File: src/rtl/key_voice_tracker_if.sv
// Report-input and note-event handshake bundle for key_voice_tracker.
// The master side drives reports and evt_ready; the slave side (the tracker) drives note events.
interface key_voice_tracker_if #(
    parameter int NUM_SLOTS  = 6,
    parameter int NUM_VOICES = 4,
    parameter int NOTE_W     = 4
);
    localparam int VW = (NUM_VOICES > 1) ? $clog2(NUM_VOICES) : 1;

    logic [8*NUM_SLOTS-1:0] keycode_in;
    logic                   report_valid;
    logic                   evt_valid;
    logic                   evt_ready;
    logic                   evt_on;
    logic [VW-1:0]          evt_voice;
    logic [NOTE_W-1:0]      evt_note;

    modport master (
        output keycode_in, report_valid, evt_ready,
        input  evt_valid, evt_on, evt_voice, evt_note
    );

    modport slave (
        input  keycode_in, report_valid, evt_ready,
        output evt_valid, evt_on, evt_voice, evt_note
    );
endinterface

File: src/rtl/key_voice_tracker.sv
// Turns HID keyboard reports into note-on/off events over a small voice table.
// Optional octave keys (codes 29/27) are enabled with the KEY_OCTAVE_EN macro.
module key_voice_tracker #(
    parameter int NUM_SLOTS  = 6,
    parameter int NUM_VOICES = 4,
    parameter int NOTE_W     = 4
) (
    input  logic                         clk,
    input  logic                         rst_n,
    key_voice_tracker_if.slave           bus,
    output logic [NUM_VOICES-1:0]        o_voice_active,
    output logic [NOTE_W*NUM_VOICES-1:0] o_voice_note,
    output logic [11:0]                  o_highlight,
    output logic                         o_busy,
    output logic [7:0]                   o_dropped_cnt,
    output logic [2:0]                   o_octave
);
    localparam int VW = (NUM_VOICES > 1) ? $clog2(NUM_VOICES) : 1;
    localparam int SW = (NUM_SLOTS > 1) ? $clog2(NUM_SLOTS) : 1;

    typedef enum logic [2:0] {IDLE, REL_SCAN, PRS_SCAN, EMIT_OFF, EMIT_ON} state_t;

    function automatic logic [NOTE_W-1:0] map_note(input logic [7:0] code);
        case (code)
            8'd43:   map_note = NOTE_W'(1);
            8'd20:   map_note = NOTE_W'(2);
            8'd26:   map_note = NOTE_W'(3);
            8'd8:    map_note = NOTE_W'(4);
            8'd21:   map_note = NOTE_W'(5);
            8'd23:   map_note = NOTE_W'(6);
            8'd28:   map_note = NOTE_W'(7);
            8'd24:   map_note = NOTE_W'(8);
            8'd12:   map_note = NOTE_W'(9);
            8'd18:   map_note = NOTE_W'(10);
            8'd19:   map_note = NOTE_W'(11);
            8'd47:   map_note = NOTE_W'(12);
            default: map_note = '0;
        endcase
    endfunction

    function automatic logic [11:0] note_mask(input logic [NOTE_W-1:0] note);
        note_mask = '0;
        for (int n = 1; n <= 12; n++) begin
            if (note == NOTE_W'(n)) note_mask[n-1] = 1'b1;
        end
    endfunction

    state_t                 r_state;
    logic [8*NUM_SLOTS-1:0] r_pending;
    logic                   r_pend_vld;
    logic [8*NUM_SLOTS-1:0] r_work;
    logic [VW-1:0]          r_vidx;
    logic [SW-1:0]          r_sidx;
    logic [NUM_VOICES-1:0]  r_active;
    logic [NOTE_W-1:0]      r_vnote [NUM_VOICES];
    logic [11:0]            r_highlight;
    logic [7:0]             r_dropped;
    logic                   r_evt_valid;
    logic                   r_evt_on;
    logic [VW-1:0]          r_evt_voice;
    logic [NOTE_W-1:0]      r_evt_note;
`ifdef KEY_OCTAVE_EN
    logic [2:0]             r_octave;
    logic                   r_prev_up, r_prev_dn, r_cur_up, r_cur_dn;
    logic                   w_up_seen, w_dn_seen;
`endif

    logic [7:0]        w_codes [NUM_SLOTS];
    logic [7:0]        w_slot_code;
    logic [NOTE_W-1:0] w_slot_note;
    logic [NOTE_W-1:0] w_vnote_cur;
    logic              w_rel_present;
    logic              w_dup;
    logic              w_held;
    logic              w_want_on;
    logic              w_free_found;
    logic [VW-1:0]     w_free_idx;
    logic              w_last_voice;
    logic              w_last_slot;

    // A slot's note is wanted only on its first appearance and only if no voice already holds it.
    always_comb begin
        for (int s = 0; s < NUM_SLOTS; s++) w_codes[s] = r_work[8*s +: 8];
        w_slot_code   = w_codes[r_sidx];
        w_slot_note   = map_note(w_slot_code);
        w_vnote_cur   = r_vnote[r_vidx];
        w_rel_present = 1'b0;
        w_dup         = 1'b0;
        for (int s = 0; s < NUM_SLOTS; s++) begin
            if (map_note(w_codes[s]) == w_vnote_cur) w_rel_present = 1'b1;
            if (SW'(s) < r_sidx && map_note(w_codes[s]) == w_slot_note) w_dup = 1'b1;
        end
        w_held       = |(r_highlight & note_mask(w_slot_note));
        w_want_on    = (w_slot_note != '0) && !w_dup && !w_held;
        w_free_found = 1'b0;
        w_free_idx   = '0;
        for (int v = NUM_VOICES - 1; v >= 0; v--) begin
            if (!r_active[v]) begin
                w_free_found = 1'b1;
                w_free_idx   = VW'(v);
            end
        end
        w_last_voice = (r_vidx == VW'(NUM_VOICES - 1));
        w_last_slot  = (r_sidx == SW'(NUM_SLOTS - 1));
    end

`ifdef KEY_OCTAVE_EN
    assign w_up_seen = r_cur_up | (w_slot_code == 8'd27);
    assign w_dn_seen = r_cur_dn | (w_slot_code == 8'd29);
`endif

    always_ff @(posedge clk or negedge rst_n) begin
        if (!rst_n) begin
            r_state     <= IDLE;
            r_pending   <= '0;
            r_pend_vld  <= 1'b0;
            r_work      <= '0;
            r_vidx      <= '0;
            r_sidx      <= '0;
            r_active    <= '0;
            for (int v = 0; v < NUM_VOICES; v++) r_vnote[v] <= '0;
            r_highlight <= '0;
            r_dropped   <= '0;
            r_evt_valid <= 1'b0;
            r_evt_on    <= 1'b0;
            r_evt_voice <= '0;
            r_evt_note  <= '0;
`ifdef KEY_OCTAVE_EN
            r_octave    <= 3'd4;
            r_prev_up   <= 1'b0;
            r_prev_dn   <= 1'b0;
            r_cur_up    <= 1'b0;
            r_cur_dn    <= 1'b0;
`endif
        end else begin
            // A fresh report always wins over a consumption in the same cycle.
            if (bus.report_valid) begin
                r_pending  <= bus.keycode_in;
                r_pend_vld <= 1'b1;
            end else if (r_state == IDLE && r_pend_vld) begin
                r_pend_vld <= 1'b0;
            end

            case (r_state)
                IDLE: begin
                    if (r_pend_vld) begin
                        r_work  <= r_pending;
                        r_vidx  <= '0;
                        r_state <= REL_SCAN;
`ifdef KEY_OCTAVE_EN
                        r_cur_up <= 1'b0;
                        r_cur_dn <= 1'b0;
`endif
                    end
                end
                REL_SCAN: begin
                    if (r_active[r_vidx] && !w_rel_present) begin
                        r_evt_valid <= 1'b1;
                        r_evt_on    <= 1'b0;
                        r_evt_voice <= r_vidx;
                        r_evt_note  <= w_vnote_cur;
                        r_state     <= EMIT_OFF;
                    end else if (w_last_voice) begin
                        r_sidx  <= '0;
                        r_state <= PRS_SCAN;
                    end else begin
                        r_vidx <= r_vidx + VW'(1);
                    end
                end
                EMIT_OFF: begin
                    if (bus.evt_ready) begin
                        r_evt_valid           <= 1'b0;
                        r_active[r_evt_voice] <= 1'b0;
                        r_vnote[r_evt_voice]  <= '0;
                        r_highlight           <= r_highlight & ~note_mask(r_evt_note);
                        if (w_last_voice) begin
                            r_sidx  <= '0;
                            r_state <= PRS_SCAN;
                        end else begin
                            r_vidx  <= r_vidx + VW'(1);
                            r_state <= REL_SCAN;
                        end
                    end
                end
                PRS_SCAN: begin
`ifdef KEY_OCTAVE_EN
                    // Octave keys step only on the first report in which they appear.
                    if (w_slot_code == 8'd27) begin
                        if (!r_prev_up && !r_cur_up && r_octave != 3'd7) r_octave <= r_octave + 3'd1;
                        r_cur_up <= 1'b1;
                    end
                    if (w_slot_code == 8'd29) begin
                        if (!r_prev_dn && !r_cur_dn && r_octave != 3'd0) r_octave <= r_octave - 3'd1;
                        r_cur_dn <= 1'b1;
                    end
`endif
                    if (w_want_on && w_free_found) begin
                        r_evt_valid <= 1'b1;
                        r_evt_on    <= 1'b1;
                        r_evt_voice <= w_free_idx;
                        r_evt_note  <= w_slot_note;
                        r_state     <= EMIT_ON;
                    end else begin
                        if (w_want_on && r_dropped != 8'hFF) r_dropped <= r_dropped + 8'd1;
                        if (w_last_slot) begin
                            r_state <= IDLE;
`ifdef KEY_OCTAVE_EN
                            r_prev_up <= w_up_seen;
                            r_prev_dn <= w_dn_seen;
`endif
                        end else begin
                            r_sidx <= r_sidx + SW'(1);
                        end
                    end
                end
                EMIT_ON: begin
                    if (bus.evt_ready) begin
                        r_evt_valid           <= 1'b0;
                        r_active[r_evt_voice] <= 1'b1;
                        r_vnote[r_evt_voice]  <= r_evt_note;
                        r_highlight           <= r_highlight | note_mask(r_evt_note);
                        if (w_last_slot) begin
                            r_state <= IDLE;
`ifdef KEY_OCTAVE_EN
                            r_prev_up <= w_up_seen;
                            r_prev_dn <= w_dn_seen;
`endif
                        end else begin
                            r_sidx  <= r_sidx + SW'(1);
                            r_state <= PRS_SCAN;
                        end
                    end
                end
                default: r_state <= IDLE;
            endcase
        end
    end

    always_comb begin
        o_voice_note = '0;
        for (int v = 0; v < NUM_VOICES; v++) o_voice_note[NOTE_W*v +: NOTE_W] = r_vnote[v];
    end

    assign o_voice_active = r_active;
    assign o_highlight    = r_highlight;
    assign o_busy         = (r_state != IDLE);
    assign o_dropped_cnt  = r_dropped;
`ifdef KEY_OCTAVE_EN
    assign o_octave       = r_octave;
`else
    assign o_octave       = 3'd4;
`endif

    assign bus.evt_valid = r_evt_valid;
    assign bus.evt_on    = r_evt_on;
    assign bus.evt_voice = r_evt_voice;
    assign bus.evt_note  = r_evt_note;
endmodule

File: src/flat_wrapper.sv
// flat-port wrapper written by rule: the top's interface ports become plain ports
module key_voice_tracker_flat 
#(
    parameter int NUM_SLOTS  = 6,
    parameter int NUM_VOICES = 4,
    parameter int NOTE_W     = 4
)
  (clk, rst_n, o_voice_active, o_voice_note, o_highlight, o_busy, o_dropped_cnt, o_octave, bus_keycode_in, bus_report_valid, bus_evt_ready, bus_evt_valid, bus_evt_on, bus_evt_voice, bus_evt_note);
  key_voice_tracker_if #(.NUM_SLOTS(NUM_SLOTS), .NUM_VOICES(NUM_VOICES), .NOTE_W(NOTE_W)) bus_i ();
  input  logic clk;
  input  logic rst_n;
  output logic [NUM_VOICES-1:0] o_voice_active;
  output logic [NOTE_W*NUM_VOICES-1:0] o_voice_note;
  output logic [11:0] o_highlight;
  output logic o_busy;
  output logic [7:0] o_dropped_cnt;
  output logic [2:0] o_octave;
  input wire logic [$bits(bus_i.keycode_in)-1:0] bus_keycode_in;
  input wire logic [$bits(bus_i.report_valid)-1:0] bus_report_valid;
  input wire logic [$bits(bus_i.evt_ready)-1:0] bus_evt_ready;
  output wire logic [$bits(bus_i.evt_valid)-1:0] bus_evt_valid;
  output wire logic [$bits(bus_i.evt_on)-1:0] bus_evt_on;
  output wire logic [$bits(bus_i.evt_voice)-1:0] bus_evt_voice;
  output wire logic [$bits(bus_i.evt_note)-1:0] bus_evt_note;
  assign bus_i.keycode_in = bus_keycode_in;
  assign bus_i.report_valid = bus_report_valid;
  assign bus_i.evt_ready = bus_evt_ready;
  assign bus_evt_valid = bus_i.evt_valid;
  assign bus_evt_on = bus_i.evt_on;
  assign bus_evt_voice = bus_i.evt_voice;
  assign bus_evt_note = bus_i.evt_note;
  key_voice_tracker #(.NUM_SLOTS(NUM_SLOTS), .NUM_VOICES(NUM_VOICES), .NOTE_W(NOTE_W)) u_core (.clk(clk), .rst_n(rst_n), .bus(bus_i), .o_voice_active(o_voice_active), .o_voice_note(o_voice_note), .o_highlight(o_highlight), .o_busy(o_busy), .o_dropped_cnt(o_dropped_cnt), .o_octave(o_octave));
endmodule
File: config.mk
export PLATFORM = sky130hd
export DESIGN_NAME = key_voice_tracker_flat
export DESIGN_NICKNAME = d
export VERILOG_FILES = /design/src/rtl/key_voice_tracker_if.sv /design/src/rtl/key_voice_tracker.sv /design/src/flat_wrapper.sv
export SDC_FILE = /design/constraint.sdc
export NUM_CORES = 1
export LEC_CHECK = 0
export BUFFER_PORTS_ARGS = -buffer_cell sky130_fd_sc_hd__buf_2
export CORE_MARGIN = 2
export CORE_UTILIZATION = 40
export CTS_CLUSTER_DIAMETER = 80
export CTS_CLUSTER_SIZE = 8
export DETAILED_ROUTE_END_ITERATION = 7
export PLACE_DENSITY = 0.66
export SYNTH_ARGS = -nofsm -noshare
export SYNTH_HDL_FRONTEND = slang
export SYNTH_SLANG_ARGS = --single-unit
File: constraint.sdc
create_clock -name clk -period 8.3 [get_ports clk]
set_input_delay 0 -clock clk [delete_from_list [all_inputs] [get_ports clk]]
set_output_delay 0 -clock clk [all_outputs]
set_load 0.01 [all_outputs]
==> results of run 1 <==
report_power, final:
part	internal (uW)	switching, uW
Sequential	923	324
Combinational	715	800
Clock	454	347
Total	2090	1470
cell type report:
cell class / instances / area (um2)
inverter: 18 / 67.56
clock buffer: 17 / 425.4
clock inverter: 15 / 176.4
timing repair buffer: 154 / 1037
fill: 2055 / 11220
tap: 280 / 350.3
multi-input combinational: 641 / 4718
sequential: 153 / 3829
layer usage:
layer | GRT usage, % | wire (um) | vias to the layer above
li1 | - | - | 3398
met1 | 25.75 | 9912 | 3478
met2 | 30.25 | 10040 | 198
met3 | 3.771 | 1108 | 29
met4 | 5.159 | 343 | 0
met5 | 0 | 0 | -
cells in the final DEF (no fill, tap or decap), types with 19 or more instances in the layout:
cell / synthesis / layout
nand2b_1: 19 / 19
mux2i_1: 19 / 19
nor3_1: 21 / 21
o21ai_0: 59 / 59
nand3_1: 34 / 34
nand2_1: 68 / 68
buf_2: 5 / 99
nor2_1: 44 / 43
dfrtp_1: 153 / 153
o22ai_1: 19 / 19
mux2_2: 102 / 102
xnor2_1: 40 / 40
dlygate4sd3_1: 0 / 50
cell families after synthesis:
| kind of cell | after synthesis |
|---|---|
| xor gates and xnor gates | 57 |
| other | 2 |
| and+or+nand+nor | 282 |
| muxes | 132 |
| AOI/OAI and AO/OA | 164 |
| buffers and inverters | 82 |
| DFF | 153 |
| adders and majority gates | 3 |
how the worst max path moves through the flow:
stage	end	slack, ns
2_1_floorplan	u_core.bus.evt_note[0]	4.65
3_3_place_gp	u_core.bus.evt_note[3]	4.25
3_5_place_dp	u_core.bus.evt_voice[1]	4.13
4_1_cts	u_core.bus.evt_note[2]	4.09
5_1_grt	u_core.bus.evt_note[2]	3.72
6_report	u_core.bus.evt_note[2]	4.02
per-stage QoR:
step                      utilization [%]  hold WS (ns)  cell area, um2  worst slack [ns]
after global placement              43.54        0.1114            9502             4.250
final                               48.59        0.1914           10600             4.021
after detailed placement            43.54        0.1149            9502             4.126
after CTS                           48.59        0.2215           10600             4.093
after global routing                48.59        0.2455           10600             3.725
after floorplan                         -       -0.2956            8914             4.649
cell usage after synthesis (all sizes together), types with 5 or more instances:
cell,count
nand2,69
dfrtp,153
o22ai,19
inv,18
xor2,17
nand4,13
buf,21
nor2,47
nor3,24
a21oi,17
mux4,5
nor2b,10
a22oi,6
or3,8
nand4b,6
mux2,108
nor3b,5
xnor2,40
a21o,5
mux2i,19
nand3b,11
nand2b,19
and2,5
or4,8
o31ai,9
nand3,34
o21ai,60
clkbuf,43
what timing repair did:
| item | in CTS | in global routing |
|---|---|---|
| hold buffers | 50 | 0 |
| gates resized for setup | 0 | 0 |
| hold endpoints to repair | 134 | 0 |
==> results.ini, run 1 <==
[timing]
tightestPinTransition_ns=1.001
setup_viol=0
rsz0062_at_grt=no
fin_tns_setup_ns=0
hold_violations=0
fmax_mhz=233.7
slew_headroom_pct=32.75
fin_crit_ns=4.279
maxSlewViolCount=0
finalCritPeriodShare_pct=51.55
skew_ns=0.01592

[setup_path]
worst_path_dominant_cell_family=simple AND/OR/NAND/NOR gates
r2r_end=u_core.bus.evt_note[2]
critical_path.cell_chain=buf_4 > mux2i_1 > o22ai_1 > nor2_1 > nand3_1 > a211o_1 > and2_1 > xnor2_1 > or4_1 > a41o_1 > nand4b_2 > and2_4 > mux2_4
reg2reg_from=u_core.r_sidx[0]
required_ns=8.62
start_kind=flop
crit_path_top_delay_cell=nor2_1
crit_cells=13
rr_worst_depth=13
worstPathMaxFanout=24
critPathBufInv=1
worst-setup-path-type=reg2reg
slowest_delay_ns=0.64
worstPathArrival_ns=4.60
rrSetupSlack_ns=4.02
crit_start=u_core.r_sidx[0]
critPathCaptureType=flop

[synthesis]
synth_cells=875
synthTopCellsByArea=dfrtp_1, mux2_2, xnor2_1, o21ai_0, nand2_1
synthFlopType=dfrtp_1
synth_edf_count=0
synth.distinct_cells=83
synth_top_area_share_pct=42.97
synth_seq_area_share_pct=42.97
synth_compound_area_share_pct=12.19
synthMuxAreaShare_pct=17.30
yosysTopAreaCell=dfrtp_1
syn_avg_cell_area_um2=10.18
synth-xor-area-share_pct=5.603
synthAdderAreaFrac_pct=0.4213
syn_area_um2=8910
ys_ff_latch=153
synth_top_family_by_area=multiplexers
yosys_warnings=0
synthArstFlopShare_pct=100.0
synthSimpleGateAreaFrac_pct=17.23

[global_routing]
grt.overflow.total=0
grt_max_degree=87
grt_pass1_wl_um=35710
grt_antenna_before_repair=0
track_usage_pct=18.75
grt_pass1_vias=6751

[power_and_ir_drop]
p_per_area_nw_per_um2=336.1
finalPower_uw=3564
peakVddDrop_mv=0.1662
cellLeakagePower_uw=0.004478

[floorplanning]
die_x_um=153.2
start_util_pct=40.83
core_um2=21820
ios=104
rows=54
die_height_um=153.2
dieArea_um2=23480

[finish]
area_growth_pct=19.01
stdcell_count=1278
antenna_cells=0
layout.nets=1040
drive_gt1_share_pct=27.15

[placement]
hpwl_um=15180
numPlacedInstances=1196
globalplace.congestion=0.8925
port_buffers=100

[routing]
drt_iter0_drc=471
vias=7103
drc_errors=0
wl_um=21410
wl_per_cell_um=16.75
via_per_inst=5.558
first_pass_iters=5
ant_nets=0

[worst_hold_path]
hold_path.class=in2async

[cts]
clkLatencyLatePin_ns=0.43
cts_tree=yes
cts_sinks=153
post_cts_buffers=0
clk_pin_slew_ns=0.07
clk_path_buf_depth=2
root_buffer=clkbuf_16
cts_buffers=17
cts_max_level=4

[status]
status=complete, no violations

[flow_run]
max_cap_viol_count=0

Note: power is estimated with default switching activity, not from simulation.
==> inputs of run 2 (changes only) <==
--- a/config.mk
+++ b/config.mk
@@ -11,7 +11,7 @@
 export CTS_CLUSTER_DIAMETER = 80
 export CTS_CLUSTER_SIZE = 8
 export DETAILED_ROUTE_END_ITERATION = 7
-export PLACE_DENSITY = 0.66
+export PLACE_DENSITY = 0.68
 export SYNTH_ARGS = -nofsm -noshare
 export SYNTH_HDL_FRONTEND = slang
 export SYNTH_SLANG_ARGS = --single-unit
==> constraint.sdc (replaced) <==
create_clock -name clk -period 3.9 [get_ports clk]
set_input_delay 0 -clock clk [delete_from_list [all_inputs] [get_ports clk]]
set_output_delay 0 -clock clk [all_outputs]
set_load 0.01 [all_outputs]
==> run 2 against run 1 <==
Against the previous run:
- clock-buffer cell count did not move
- clock skew barely moved
- flip-flop and latch count did not move
- sequential power rose by 99%
- first-iteration DRC count rose by 18%
- die area did not move
- critical endpoint is now u_core.bus.evt_voice[0]
- highest routed layer unchanged
==> results.ini, run 2 (same netlist as run 1, synthesis figures left out) <==
[floorplanning]
rows=54  ; unchanged
start_util_pct=40.83  ; unchanged
die_height_um=153.2  ; unchanged
ios=104  ; unchanged
dieArea_um2=23480  ; unchanged
core_um2=21820  ; unchanged
die_x_um=153.2  ; unchanged

[cts]
cts_max_level=4  ; unchanged
cts_sinks=153  ; unchanged
cts_tree=yes
clk_path_buf_depth=2  ; unchanged
clk_pin_slew_ns=0.07  ; about the same
root_buffer=clkbuf_16
cts_buffers=17  ; unchanged
clkLatencyLatePin_ns=0.44  ; about the same

[routing]
drt_iter0_drc=557  ; +18%
first_pass_iters=5  ; unchanged
wl_um=22500  ; +5.1%
wl_per_cell_um=17.11  ; +2.1%
drc_errors=0  ; unchanged
vias=7255  ; +2.1%
via_per_inst=5.517  ; -0.73%
ant_nets=0  ; unchanged

[setup_path]
worst_path_dominant_cell_family=simple AND/OR/NAND/NOR gates
worst-setup-path-type=reg2reg
worstPathArrival_ns=4.05  ; -0.55 ns
critPathCaptureType=flop
crit_path_top_delay_cell=or4_1
start_kind=flop
critPathBufInv=1  ; unchanged
required_ns=4.21  ; -4.41 ns
worstPathMaxFanout=21  ; -13%
slowest_delay_ns=0.46  ; -0.18 ns
critical_path.cell_chain=buf_12 > mux2i_1 > nor2_2 > or3_1 > or4_4 > a21oi_4 > nor2_4 > xnor2_1 > or4_1 > and4_1 > nand4b_2 > and2_4 > mux2_4

[finish]
fill_cells=1993  ; -3.0%
layout_common_cells=dfrtp_1, mux2_2, buf_2
drive_gt1_share_pct=30.43  ; +3.3 points
final_area_um2=10930  ; +3.0%
area_growth_pct=22.62
final_common_cell=dfrtp_1
antenna_cells=0  ; unchanged
layout.nets=1077  ; +3.6%

[worst_hold_path]
hold_path.class=in2async

[placement]
pre_cts_slack_ns=0.07248  ; -4.054 ns
globalplace.congestion=0.8853  ; -0.81%
post_dp_cell_area_um2=9802  ; +3.2%
port_buffers=100  ; unchanged
hpwl_um=16100  ; +6.1%

[global_routing]
grt.overflow.total=0  ; unchanged
grt_max_degree=79  ; -9.2%
track_usage_pct=19.37  ; +0.62 points
grt_pass1_vias=6915  ; +2.4%
grt_antenna_before_repair=0  ; unchanged
grt_pass1_wl_um=36630  ; +2.6%

[power_and_ir_drop]
p_per_area_nw_per_um2=727.6  ; +120%
peakVddDrop_mv=0.3141  ; +89%
cellLeakagePower_uw=0.004667  ; +4.2%
pwr-share-comb_pct=48.4  ; +5.9 points
power.share.clock_pct=20.3  ; -2.2 points
intPower_uw=4682  ; +120%
sw_frac_of_total_pct=41.10  ; -0.18 points
switching_power_uw=3268  ; +120%
sequentialPowerShare_pct=31.3  ; -3.7 points
finalPower_uw=7950  ; +120%

[timing]
fin_tns_setup_ns=0  ; unchanged
hold_violations=0  ; unchanged
fin_hold_ws_ns=0.1543  ; -0.03704 ns
maxSlewViolCount=0  ; unchanged
fin_ws_ns=0.1589  ; -3.862 ns
setup_viol=0  ; unchanged
skew_ns=0.01559  ; -0.0003272 ns
rsz0062_at_grt=no
finalCritPeriodShare_pct=95.93  ; +44 points
fin_crit_ns=3.741  ; -0.5379 ns
tightestPinTransition_ns=0.8391  ; -0.1619 ns
slew_headroom_pct=43.92  ; +11 points
fmax_mhz=267.3  ; +14%

[status]
status=complete, no violations

[flow_run]
max_cap_viol_count=0  ; unchanged

-- run 2: cell types whose count changed in the layout (fill, tap and decap cells not counted), sizes merged --
cell,change
and2,+1
buf,+36
bufinv,-1
clkinv,+5
clkinvlp,-1
inv,-3
-- run 2: worst reg2reg max path: stages, from the launching register on --
cell      delay [ns]
dfrtp_1         0.39
buf_12          0.18
mux2i_1         0.25
nor2_2          0.07
or3_1           0.39
or4_4           0.44
a21oi_4         0.24
nor2_4          0.11
xnor2_1         0.14
or4_1           0.47
and4_1          0.26
nand4b_2        0.14
and2_4          0.23
mux2_4          0.32
-- run 2: per-layer routing --
| layer | vias to the layer above | share of wire [%] | track usage, % |
|---|---|---|---|
| met4 | 0 | 1.8 | 5.820 |
| met3 | 36 | 6.1 | 4.338 |
| met1 | 3515 | 46 | 26.61 |
| li1 | 3466 | - | - |
| met2 | 238 | 47 | 30.70 |
| met5 | - | 0 | 0 |
-- run 2: timing repair --
item | CTS | global route
setup buffers | 0 | 1
hold buffers | 50 | 0
gates resized for setup | 0 | 8
endpoints found under the setup margin | 0 | 8
endpoints found under the hold margin | 126 | 0
-- run 2: metrics by stage --
stage	util, %	std cells
3_3_place_gp	44.91	1231
5_1_grt	50.06	1315
6_report	50.06	1315
3_5_place_dp	44.91	1231
2_1_floorplan	-	876
4_1_cts	49.81	1313
-- run 2: power by group through the flow --
| stage | sequential (uW) | combinational (uW) | clock, uW |
|---|---|---|---|
| 3_3_place_gp | 2500 | 3630 | 0 |
| 3_5_place_dp | 2510 | 3710 | 0 |
| 6_report | 2490 | 3850 | 1610 |
| 2_1_floorplan | 2220 | 2960 | 0 |
| 5_1_grt | 2560 | 4210 | 1710 |
| 4_1_cts | 2480 | 3760 | 1650 |
-- run 2: cell type report --
class,count,area [um2],area share (%)
repair buffers,190,1345,12.31
clock inverters,15,142.6,1.306
flip-flops and latches,153,3829,35.04
clock buffers,17,425.4,3.894
well taps,280,350.3,3.207
multi-input cells,642,4766,43.62
inverters,18,67.56,0.6184
-- run 2: worst paths after layout --
kind | startpoint | to | slack (ns) | cells after the start
min in group clk | bus_report_valid | u_core.r_pend_vld | 0.28 | 3
max in group asynchronous | rst_n | asynchronous set/reset pin | 2.88 | 3
worst max register to register | u_core.r_sidx[0] | u_core.bus.evt_voice[0] | 0.16 | 13
worst min register to register | u_core.o_dropped_cnt[4] | u_core.o_dropped_cnt[4] | 0.49 | 1
worst max-delay path | u_core.r_sidx[0] | u_core.bus.evt_voice[0] | 0.16 | 13
worst min-delay path | rst_n | u_core.r_pending[9] | 0.15 | 2
==> inputs of run 3 (changes only) <==
--- a/config.mk
+++ b/config.mk
@@ -5,6 +5,7 @@
 export SDC_FILE = /design/constraint.sdc
 export NUM_CORES = 1
 export LEC_CHECK = 0
+export ABC_AREA = 1
 export BUFFER_PORTS_ARGS = -buffer_cell sky130_fd_sc_hd__buf_2
 export CORE_MARGIN = 2
 export CORE_UTILIZATION = 40
==> run 3 against run 2 <==
Against the previous run:
- clock skew shrank 0.0020 ns
- non-clock buffer count shrank 32
- power down 0.59%
- worst setup slack better by 0.35 ns
- via count up 26%
- final area rose by 3.2%
- cell count grew 42%
- flip-flop and latch count unchanged
- routed wire length rose by 9.8%
- utilization is 1.6 points lower
- critical path type unchanged
- critical endpoint is now u_core.bus.evt_on
- largest power group unchanged
==> results.ini, run 3 <==
[global_routing]
met3_usage_pct=2.836  ; -1.5 points
grt_busiest_layer=met2
grtUsageMet2_pct=34.73  ; +4.0 points
grt_max_degree=80  ; +1.3%
track_usage_pct=20.93  ; +1.6 points
grt_antenna_before_repair=0  ; unchanged
grt_pass1_wl_um=41500  ; +13%
grt_pass1_vias=8669  ; +25%
grt.overflow.total=0  ; unchanged
grt_util_met1_pct=27.94  ; +1.3 points

[timing]
fin_ws_ns=0.5110  ; +0.3522 ns
fin_tns_setup_ns=0  ; unchanged
tightestPinTransition_ns=0.8663  ; +0.02714 ns
skew_ns=0.01360  ; -0.001995 ns
fmax_mhz=295.1  ; +10%
slew_headroom_pct=42.25  ; -1.7 points
fin_hold_ws_ns=0.1728  ; +0.01844 ns
finalCritPeriodShare_pct=86.90  ; -9.0 points
maxSlewViolCount=0  ; unchanged
hold_violations=0  ; unchanged
rsz0062_at_grt=no
fin_crit_ns=3.389  ; -0.3522 ns
setup_viol=0  ; unchanged

[finish]
post-route-util_pct=48.48  ; -1.6 points
antenna_cells=0  ; unchanged
final_common_cell=nand2_1
multiInputGateArea_um2=4701  ; -1.4%
drive_gt1_share_pct=11.68  ; -19 points
layout_common_cells=nand2_1, inv_1, dfrtp_1
layout.nets=1593  ; +48%
fill_cells=2351  ; +18%
seqCellArea_um2=3829  ; unchanged
area_growth_pct=19.85

[power_and_ir_drop]
p_per_area_nw_per_um2=700.7  ; -3.7%
power.share.clock_pct=20.3  ; about the same
intPower_uw=4099  ; -12%
sw_frac_of_total_pct=48.13  ; +7.0 points
cellLeakagePower_uw=0.006118  ; +31%
pwr-share-comb_pct=50.1  ; +1.7 points
peakVddDrop_mv=0.3277  ; +4.3%
sequentialPowerShare_pct=29.6  ; -1.7 points
switching_power_uw=3804  ; +16%

[floorplanning]
start_util_pct=40.45  ; -0.37 points
dieArea_um2=24770  ; +5.5%
rows=56  ; +3.7%
die_x_um=157.4  ; +2.7%
die_height_um=157.4  ; +2.7%
ios=104  ; unchanged
core_um2=23260  ; +6.6%

[synthesis]
synth_top_area_share_pct=40.69  ; -2.3 points
synthArstFlopShare_pct=100.0  ; unchanged
synth.distinct_cells=37  ; -55%
synthFlopType=dfrtp_1
synth_seq_area_share_pct=40.69  ; -2.3 points
synth_cells=1396  ; +60%
synth-xor-area-share_pct=2.699  ; -2.9 points
synthSimpleGateAreaFrac_pct=38.40  ; +21 points
synthTopCellsByArea=dfrtp_1, nand2_1, inv_1, nand3_1, o21ai_0
ys_ff_latch=153  ; unchanged
yosysMostFrequentCell=nand2_1
synthMuxAreaShare_pct=0.4787  ; -17 points
synth_compound_area_share_pct=7.778  ; -4.4 points
synth_edf_count=0  ; unchanged
synthAdderAreaFrac_pct=0.3989  ; -0.022 points
syn_area_um2=9410  ; +5.6%
synth_top_family_by_area=simple AND/OR/NAND/NOR gates
yosys_warnings=0  ; unchanged
yosysTopAreaCell=dfrtp_1
netlist_top_cells_count=nand2_1, inv_1, dfrtp_1
syn_avg_cell_area_um2=6.741  ; -34%

[routing]
vias=9175  ; +26%
wl_per_cell_um=13.22  ; -23%
via_per_inst=4.909  ; -11%
first_pass_iters=6  ; +1
wl_um=24700  ; +9.8%
drc_errors=0  ; unchanged
drt_iter0_drc=757  ; +36%
ant_nets=0  ; unchanged

[cts]
clkLatencyLatePin_ns=0.43  ; about the same
cts_max_level=4  ; unchanged
cts_tree=yes
cts_buffers=17  ; unchanged
post_cts_buffers=0  ; unchanged
root_buffer=clkbuf_16
clk_pin_slew_ns=0.07  ; about the same
cts_sinks=153  ; unchanged
clk_path_buf_depth=2  ; unchanged

[setup_path]
worst-setup-path-type=reg2reg
critPathCaptureType=flop
r2r_end=u_core.bus.evt_on
reg2reg_from=u_core.r_sidx[1]
start_kind=flop
required_ns=4.22  ; about the same
worstPathArrival_ns=3.71  ; -0.34 ns
rr_worst_depth=22  ; +9
worstPathMaxFanout=13  ; -38%
rrSetupSlack_ns=0.51  ; +0.35 ns

[placement]
hpwl_um=18120  ; +13%
pre_cts_slack_ns=0.5200  ; +0.4475 ns
globalplace.congestion=0.9282  ; +4.8%
port_buffers=100  ; unchanged

[status]
status=complete, no violations

[flow_run]
max_cap_viol_count=0  ; unchanged

[worst_hold_path]
hold_path.class=in2async

run 3: cell count changes in the layout (fill, tap and decap cells not counted), moves of 35 or more:
cell,delta
inv_1,+157
mux2_2,-98
nand2_1,+447
nand3_1,+74
nor2_1,+81
o21ai_0,+47
xnor2_1,-35
run 3: per-layer routing:
layer	wire length, um	share of wire [%]
met1	11650	47
met2	11380	46
met5	0	0
met4	504	2.0
met3	1164	4.7
run 3: cell families (layout without fill, tap and decap cells):
group	after synthesis	after routing
compound gates	141	141
simple gates	844	844
mux	4	4
buf+inv	220	373
flops	153	153
fa+ha+maj	3	3
other cells	2	3
xor+xnor	29	29
run 3: worst max-delay path by stage:
| stage | from | endpoint | slack, ns | depth (start not counted) |
|---|---|---|---|---|
| global route | u_core.r_sidx[1] | u_core.bus.evt_on | 0.07 | 22 |
| global placement | u_core.r_sidx[1] | u_core.bus.evt_on | 0.55 | 22 |
| finish | u_core.r_sidx[1] | u_core.bus.evt_on | 0.51 | 22 |
| CTS | u_core.r_sidx[1] | u_core.bus.evt_on | 0.50 | 22 |
| detailed placement | u_core.r_sidx[1] | u_core.bus.evt_on | 0.52 | 22 |
| floorplan | u_core.r_sidx[0] | u_core.o_dropped_cnt[2] | 1.22 | 26 |
run 3: power by group through the flow:
stage / Sequential (uW) / Combinational [uW] / Clock, uW
after detailed placement: 2360 / 3880 / 0
after global routing: 2400 / 4540 / 1710
final: 2340 / 3960 / 1610
after floorplan: 2310 / 2890 / 0
after global placement: 2340 / 3850 / 0
after CTS: 2330 / 3940 / 1640
run 3: cell type report:
class / instances / area share [%]
Multi-Input combinational cell: 1024 / 41.68
Timing Repair Buffer: 158 / 9.685
Sequential cell: 153 / 33.95
Clock inverter: 14 / 1.231
Inverter: 184 / 6.146
Clock buffer: 17 / 3.772
Tap cell: 319 / 3.539
run 3: worst max-delay path: stages (launching register included):
cell and delay, ns:
dfrtp_1 0.47, nor2_2 0.37, nand3_1 0.19, nand3_1 0.16, nand2_1 0.07, nor2_1 0.22, nand2_2 0.21, nand2_2 0.16
inv_2 0.05, nand2_4 0.12, nand2_1 0.06, nand3_1 0.08, nor2_1 0.06, nand2_1 0.07, nand2_1 0.05, inv_1 0.05
nand2_1 0.08, nor2_4 0.15, nand4_4 0.17, nand2_2 0.26, inv_1 0.10, nand2_1 0.07, nand2_1 0.04
run 3: what timing repair did:
action / CTS / global route
endpoints found under the setup margin: 0 / 0
hold buffers: 50 / 0
endpoints found under the hold margin: 127 / 0
gates resized for setup: 0 / 0
run 3: through the flow:
stage	total power, uW	instance area, um2	cells
after global routing	8647	11280	1869
final	7903	11280	1869
after detailed placement	6237	10210	1788
after global placement	6194	10210	1788
after floorplan	5201	9414	1397
after CTS	7914	11280	1869
